<file path="src/rtl/mux_nway_arb.sv">
// -----------------------------------------------------------------------------
// mux_nway_arb
//
// Purpose:
//   N-way word selector with a registered valid/ready output stage. One of
//   CHANNELS input words is chosen either by an explicit channel index
//   (mode = 0) or by a round-robin arbiter (mode = 1). The chosen word and its
//   channel index are captured into the output register on a transfer.
//
// Parameters:
//   WIDTH     data width of each channel and of out_data
//   CHANNELS  number of input channels (2..16)
//   SEL_W     width of the select / channel-index fields
//
// Ports:
//   clk         rising-edge clock
//   rst_n       asynchronous active-low reset
//   in_data     flattened channel data, channel i at [i*WIDTH +: WIDTH]
//   in_valid    per-channel valid
//   in_ready    per-channel ready, one-hot or zero
//   mode        0 = fixed select by sel, 1 = round-robin
//   sel         channel index used in fixed-select mode
//   out_data    registered selected word
//   out_chan    index of the channel that produced out_data
//   out_valid   out_data / out_chan hold a word
//   out_parity  (only with MUX_NWAY_PARITY_EN) XOR reduction of out_data
//   out_ready   consumer accepts the word this cycle
//
// Optional feature macro: MUX_NWAY_PARITY_EN
//   When defined, an out_parity output is added and registered alongside
//   out_data. When undefined, the port and all parity logic are absent.
// -----------------------------------------------------------------------------
module mux_nway_arb #(
    parameter int WIDTH    = 32,
    parameter int CHANNELS = 4,
    parameter int SEL_W    = $clog2(CHANNELS)
) (
    input  logic                      clk,
    input  logic                      rst_n,
    input  logic [WIDTH*CHANNELS-1:0] in_data,
    input  logic [CHANNELS-1:0]       in_valid,
    output logic [CHANNELS-1:0]       in_ready,
    input  logic                      mode,
    input  logic [SEL_W-1:0]          sel,
    output logic [WIDTH-1:0]          out_data,
    output logic [SEL_W-1:0]          out_chan,
    output logic                      out_valid,
`ifdef MUX_NWAY_PARITY_EN
    output logic                      out_parity,
`endif
    input  logic                      out_ready
);

    // Channel count in the (SEL_W+1)-bit domain used for wrap-around sums.
    localparam logic [SEL_W:0]   CHAN_EXT = (SEL_W+1)'(CHANNELS);
    localparam logic [SEL_W-1:0] LAST_IDX = SEL_W'(CHANNELS - 1);
    localparam logic [SEL_W-1:0] ONE_IDX  = SEL_W'(1);

`ifdef MUX_NWAY_PARITY_EN
    // Even parity of a data word (XOR reduction).
    function automatic logic calc_parity(input logic [WIDTH-1:0] word);
        return ^word;
    endfunction
`endif

    // ------------------------------------------------------------------
    // State
    // ------------------------------------------------------------------
    logic [WIDTH-1:0] out_data_r;
    logic [SEL_W-1:0] out_chan_r;
    logic             out_valid_r;
    logic [SEL_W-1:0] ptr_r;
`ifdef MUX_NWAY_PARITY_EN
    logic             out_parity_r;
`endif

    // ------------------------------------------------------------------
    // Combinational arbitration
    // ------------------------------------------------------------------
    logic             load_s;
    logic             found_s;
    logic [SEL_W-1:0] grant_idx_s;
    logic [SEL_W:0]   cand_s;
    logic [WIDTH-1:0] sel_data_s;
    logic [CHANNELS-1:0] in_ready_s;
    logic             xfer_s;

    // The output register can accept a new word when empty or being drained.
    assign load_s = !out_valid_r || out_ready;

    // Grant selection: fixed index or round-robin search starting at ptr_r.
    always_comb begin
        found_s     = 1'b0;
        grant_idx_s = {SEL_W{1'b0}};
        cand_s      = {(SEL_W+1){1'b0}};
        if (mode == 1'b0) begin
            // Comparing sel against every legal index means an out-of-range
            // select simply matches nothing, with no out-of-bounds access.
            for (int k = 0; k < CHANNELS; k++) begin
                if ((sel == SEL_W'(k)) && in_valid[k]) begin
                    found_s     = 1'b1;
                    grant_idx_s = SEL_W'(k);
                end else begin
                    found_s     = found_s;
                    grant_idx_s = grant_idx_s;
                end
            end
        end else begin
            // Visit ptr, ptr+1, ... wrapping at CHANNELS; first valid wins.
            // ptr_r < CHANNELS so the sum fits in SEL_W+1 bits.
            for (int k = 0; k < CHANNELS; k++) begin
                cand_s = {1'b0, ptr_r} + (SEL_W+1)'(k);
                if (cand_s >= CHAN_EXT) begin
                    cand_s = cand_s - CHAN_EXT;
                end else begin
                    cand_s = cand_s;
                end
                if (!found_s && in_valid[cand_s[SEL_W-1:0]]) begin
                    found_s     = 1'b1;
                    grant_idx_s = cand_s[SEL_W-1:0];
                end else begin
                    found_s     = found_s;
                    grant_idx_s = grant_idx_s;
                end
            end
        end
    end

    // Data mux for the granted channel and the one-hot ready vector.
    always_comb begin
        sel_data_s = {WIDTH{1'b0}};
        in_ready_s = {CHANNELS{1'b0}};
        for (int k = 0; k < CHANNELS; k++) begin
            if (found_s && (grant_idx_s == SEL_W'(k))) begin
                sel_data_s    = in_data[k*WIDTH +: WIDTH];
                in_ready_s[k] = load_s;
            end else begin
                in_ready_s[k] = 1'b0;
            end
        end
    end

    // A grant is only issued to a valid channel, so grant plus load is a transfer.
    assign xfer_s = found_s && load_s;

    // ------------------------------------------------------------------
    // Sequential
    // ------------------------------------------------------------------

    // Output register: load on transfer, clear valid on drain, hold on stall.
    always_ff @(posedge clk or negedge rst_n) begin
        if (!rst_n) begin
            out_data_r  <= {WIDTH{1'b0}};
            out_chan_r  <= {SEL_W{1'b0}};
            out_valid_r <= 1'b0;
        end else if (xfer_s) begin
            out_data_r  <= sel_data_s;
            out_chan_r  <= grant_idx_s;
            out_valid_r <= 1'b1;
        end else if (out_ready) begin
            // Drain without replacement: data and channel keep last values.
            out_data_r  <= out_data_r;
            out_chan_r  <= out_chan_r;
            out_valid_r <= 1'b0;
        end else begin
            out_data_r  <= out_data_r;
            out_chan_r  <= out_chan_r;
            out_valid_r <= out_valid_r;
        end
    end

    // Round-robin pointer: advances past the winner only on round-robin transfers.
    always_ff @(posedge clk or negedge rst_n) begin
        if (!rst_n) begin
            ptr_r <= {SEL_W{1'b0}};
        end else if (xfer_s && (mode == 1'b1)) begin
            if (grant_idx_s == LAST_IDX) begin
                ptr_r <= {SEL_W{1'b0}};
            end else begin
                ptr_r <= grant_idx_s + ONE_IDX;
            end
        end else begin
            ptr_r <= ptr_r;
        end
    end

`ifdef MUX_NWAY_PARITY_EN
    // Parity register tracks out_data: loaded with it, held otherwise.
    always_ff @(posedge clk or negedge rst_n) begin
        if (!rst_n) begin
            out_parity_r <= 1'b0;
        end else if (xfer_s) begin
            out_parity_r <= calc_parity(sel_data_s);
        end else begin
            out_parity_r <= out_parity_r;
        end
    end

    assign out_parity = out_parity_r;
`endif

    assign in_ready  = in_ready_s;
    assign out_data  = out_data_r;
    assign out_chan  = out_chan_r;
    assign out_valid = out_valid_r;

endmodule
</file>
<file path="config.mk">
export PLATFORM = sky130hd
export DESIGN_NAME = mux_nway_arb
export DESIGN_NICKNAME = d
export VERILOG_FILES = /design/src/rtl/mux_nway_arb.sv
export SDC_FILE = /design/constraint.sdc
export NUM_CORES = 1
export LEC_CHECK = 0
export ABC_AREA = 1
export CORE_ASPECT_RATIO = 1.1
export CORE_MARGIN = 4
export CORE_UTILIZATION = 46
export CTS_BUF_LIST = sky130_fd_sc_hd__clkbuf_4 sky130_fd_sc_hd__clkbuf_8
export DETAILED_ROUTE_END_ITERATION = 16
export PLACE_DENSITY_LB_ADDON = 0.3
export SLEW_MARGIN = 20
export SYNTH_ARGS = -nofsm -noshare
export SYNTH_HDL_FRONTEND = slang
export SYNTH_SLANG_ARGS = --single-unit
</file>
<file path="constraint.sdc">
create_clock -name clk -period 5.8 [get_ports clk]
set_input_delay 0.58 -clock clk [delete_from_list [all_inputs] [get_ports clk]]
set_output_delay 0.58 -clock clk [all_outputs]
set_load 0.005 [all_outputs]
</file>
## Word level (Yosys, flattened, before mapping)

Cells that the tools add are included.

- Add/sub/neg operators: 8
- Magnitude comparators: 8
- Equal/unequal tests: 6
- Mux-type cells: 47
- Reductions and logical operators: 21

Operator list:

| kind | count |
|---|---|
| 32-bit two-way mux | 4 |
| 2-bit two-way mux | 16 |
| 1-bit two-way mux | 23 |
| 1-bit logical AND | 13 |
| 2-bit by 3-bit < comparator with 1-bit output (second input constant) | 4 |
| 3-bit >= comparator (second input constant) | 3 |
| 1-bit binary-select mux with 2-bit select | 4 |
| 2-bit equality test (second input constant) | 4 |
| 2-bit by 1-bit subtractor with 2-bit output (second input constant) | 4 |
| 2-bit by 2-bit adder with 3-bit output (second input constant) | 2 |
| 2-bit by 1-bit equality test with 1-bit output (second input constant) | 2 |
| 1-bit logical NOT | 4 |
| 2-bit logical NOT | 2 |
| 2-bit by 1-bit adder with 3-bit output (second input constant) | 1 |
| 2-bit by 3-bit >= comparator with 1-bit output (second input constant) | 1 |
| 2-bit by 1-bit adder with 2-bit output (second input constant) | 1 |
| 2-bit nonzero test | 1 |
| 1-bit logical OR | 1 |

- Flip-flop bits (word level): 37
- Output and inout bits: 39
- Word-level logic and storage cells: 94

## Longest topological paths before layout

- Depth after elaboration: 25
- Depth in mapped cells: 23
- Depth with buffers taken out: 20

## Least setup slack after synthesis

Ideal clock, no wire load.

- Path kind: input to output
- Start: input in_valid[2]
- End: output in_ready[1]
- Arrival time: 2.382 ns
- Required time: 5.220 ns
- Path slack: 2.838 ns
- Stages: 15
- Path through: inv_1 nand2_1 nand2_1 nor2_1 nor2_2 nand3_4 buf_6 buf_6 nand3_2 inv_1 ha_1 clkbuf_1 buf_1 nand2_1 nor2_1

- Cells in the longest elaborated chain, start to end: 19
- Elaborated cells on any way between the ends: 35

RTL lines:

| item | RTL line | source |
|---|---|---|
| start: declaration | 41 | `input logic [CHANNELS-1:0] in_valid,` |
| 1-bit binary-select mux with 2-bit select | 118 | `if (!found_s && in_valid[cand_s[SEL_W-1:0]]) begin` |
| 1-bit two-way mux (not written as such) | 118 |  |
| 1-bit two-way mux | 118 |  |
| 1-bit two-way mux | 96 | `if (mode == 1'b0) begin` |
| 1-bit logical NOT | 118 |  |
| 1-bit logical AND | 118 |  |
| 1-bit two-way mux | 118 |  |
| 1-bit two-way mux | 96 |  |
| (+4 left out) | - |  |
| 1-bit logical NOT | 118 |  |
| 1-bit logical AND | 118 |  |
| 2-bit two-way mux | 118 |  |
| 2-bit two-way mux (*) | 96 |  |
| named net grant_idx_s[0] | 82 | `logic [SEL_W-1:0] grant_idx_s;` |
| 2-bit by 1-bit equality test with 1-bit output (*) | 134 | `if (found_s && (grant_idx_s == SEL_W'(k))) begin` |
| 1-bit logical AND (*) | 134 |  |
| 1-bit two-way mux (*) | 134 |  |
| end: declaration | 42 | `output logic [CHANNELS-1:0] in_ready,` |

The timed path passes the listed nets; every way through them passes the cells marked *. The select of a mux whose other input is x is not followed.

## Worst setup path in the final report

- Start: input in_valid[0]
- End: output in_ready[2]

- Cells in the longest elaborated chain, start to end: 19
- Elaborated cells on any way between the ends: 35

RTL lines:

| item | RTL line |
|---|---|
| 1-bit binary-select mux with 2-bit select | 118 |
| 1-bit two-way mux (not written as such) | 118 |
| 1-bit two-way mux | 118 |
| 1-bit two-way mux | 96 |
| 1-bit logical NOT | 118 |
| 1-bit logical AND | 118 |
| 1-bit two-way mux | 118 |
| 1-bit two-way mux | 96 |
| (+4 left out) | - |
| 1-bit logical NOT | 118 |
| 1-bit logical AND | 118 |
| 2-bit two-way mux (*) | 118 |
| 2-bit two-way mux (*) | 96 |
| named net grant_idx_s[1] | 82 |
| 2-bit equality test (*) | 134 |
| 1-bit logical AND (*) | 134 |
| 1-bit two-way mux (*) | 134 |

Marked as above.

==> impl_metrics.tcl <==
set metrics [dict create \
    status "completed" \
    area_growth_pct 46.6 \
    final_nets 943 \
    grt_usage 0.258 \
    power.leakage_nw 3.02 \
    globalplace.congestion 0.897 \
    finalPower_mw 2.06 \
    fp.dieW_um 94.3 \
    dp_slack_ps 1390 \
    cts_tree "done" \
    highest_layer "met4" \
    wl_um 13000 \
    met2_length_um 6500 \
    stdcell_count 910 \
    fmax_mhz 224 \
    cts_setup_buffers 0 \
    cts.htree.levels 2 \
    final_area_um2 5530 \
    cp_max_fo 33 \
    syn-instance-count 665 \
    finalSetupTns_ps 0 \
    arrival_ps 3890 \
    clockBufferDepth 2 \
    yosysSeqAreaShare 0.246 \
    drtPass1Iterations 7 \
    antenna_found_initial 0 \
    synth_edf_count 0 \
    cts_root_buf "clkbuf_8" \
    port_buffers 176 \
    tightest_slew_ps 909 \
    synth_warnings 0 \
    regToRegEndpoint "out_data[5]" \
    row_count 34 \
    worst_r2r_startpoint "ptr_r[0]" \
    die_h_um 103 \
    wl_per_cell_um 14.3 \
    combPwrFrac 0.693 \
    grt_max_degree 98 \
    start_util 0.474 \
    die-area_um2 9710 \
    timing.final.ws_setup_ps 1330 \
    rrSetupSlack_ps 2230 \
    p_sw_frac 0.496 \
    slew_viol_final 0 \
    numClockSinks 37 \
    yosysUniqueCellTypes 26 \
    ant_nets 0 \
    viasPerCell 5.26 \
    syn_area_um2 3770 \
    p_sw_mw 1.02 \
    syn_area_per_cell_um2 5.67 \
    vias 4783 \
    cts_buffers 5 \
    layout-drive-gt1-share 0.0474 \
    seqPwrFrac 0.206 \
    synth_top_flop_cell "dfrtp_1" \
    grt_pass1_vias 4477 \
    clock_latency_ps 290 \
    fin_crit_ps 4470 \
    p_int_mw 1.04 \
    slew_headroom 0.394 \
    utilization 0.695 \
    ctsHoldBuffers 0 \
    cts_resized 0 \
    pwr-share-clk 0.101 \
    drcViolationCount 0 \
    diodes 0 \
    drtIter0Drc 286 \
    hold_viol 0 \
    peakVddDrop_v 0.000438 \
    maxCapViolations 0 \
    final_cell_mix "265 x nand2_1, 175 x clkdlybuf4s50_1, 96 x nand4_1" \
    finalCritPeriodShare 0.771 \
    clkTransAtPathRegs_ps 80 \
    finalSetupViolations 0 \
    met3WireLength_um 1100 \
    globalRouteOverflowTotal 0 \
    dp_hpwl_um 9320 \
    rr_worst_depth 14 \
    rsz0062_at_grt "false" \
    ios 177 \
    syn-num-nets 807 \
    min_path_type "input pin to asynchronous set/reset pin" \
    async_flop_share 1.00 \
    worst_setup_path_start_kind "input pin" \
    crit_type "input pin to output port" \
    grt_pass1_wl_um 20300 \
    drt-met1-wl_um 4970 \
    holdWs_ps 416 \
    cp.required_ps 5220 \
    dp.cells 902 \
    synth-seq-cells 37 \
    place_area_um2 5430 \
    final_common_cell "nand2_1" \
    fin_skew_ps 3.80 \
    coreArea_um2 7960 \
    power_density_nw_per_um2 373 \
    end_kind "output port" \
]
critical path, cell delays in order:
cell             delay, ps
clkdlybuf4s50_1        450
inv_1                   80
nand2_1                 80
nand3_1                120
nand2_1                120
nor2_4                 190
nand3_1                140
nand3_1                 90
o21ai_0                 70
nand2_1                 60
nand2_1                110
inv_1                  120
ha_1                   150
buf_4                  330
nand2_2                450
nor2_1                 200
clkdlybuf4s50_1        530
state kept, by name, indices dropped and copies added, names as in the netlist:
name	flops
out_data	32
out_valid	1
ptr_r	2
out_chan	2
layout make-up:
class / count / area [µm²]
Fill cell: 722 / 2430
Inverter: 110 / 417
Multi-Input combinational cell: 465 / 2150
Timing Repair Buffer: 182 / 1800
Sequential cell: 37 / 926
Clock inverter: 1 / 5.00
Tap cell: 108 / 135
Clock buffer: 7 / 96.3
power groups by stage:
stage               Clock (mW)  Combinational, mW  Sequential, mW
CTS                      0.211               1.42           0.423
global route             0.222               1.59           0.438
global placement             0               1.35           0.423
finish                   0.209               1.43           0.424
detailed placement           0               1.41           0.427
floorplan                    0              0.957           0.422
how the worst max path moves through the flow:
stage	start	end	slack (ps)
after floorplan	in_valid[2]	in_ready[1]	2840
after global placement	in_valid[3]	in_ready[2]	1580
after detailed placement	in_valid[3]	in_ready[2]	1390
after CTS	in_valid[3]	in_ready[2]	1370
after global routing	in_valid[3]	in_ready[2]	1100
final	in_valid[0]	in_ready[2]	1330
cells in the mapped netlist (2+ instances only):
cell type	number	area [µm²]
clkinv_1	20	75.1
o21ai_0	4	20.0
a21oi_1	33	165
nand4_1	96	601
nand2_2	2	12.5
nor2_1	42	158
clkbuf_1	20	75.1
buf_4	6	45.0
nand2_1	265	995
ha_1	4	50.1
nand3_1	10	50.1
buf_1	5	18.8
buf_6	7	78.8
dfrtp_1	37	926
inv_1	77	289
nor2_2	2	12.5
buf_2	15	75.1
inv_2	12	45.0
cells by family after synthesis:
logic type	synth area share
flip-flops	0.246
buffers and inverters	0.188
AO/OA/AOI/OAI	0.0538
AND/OR/NAND/NOR	0.500
adder cells (fa/ha/maj)	0.0133
per-layer routing:
metal / track usage / up-vias
li1: - / 2365
met1: 0.306 / 2129
met2: 0.471 / 251
met3: 0.0358 / 38
met4: 0.100 / 0
met5: 0 / -
(Power assumes the default switching activity.)
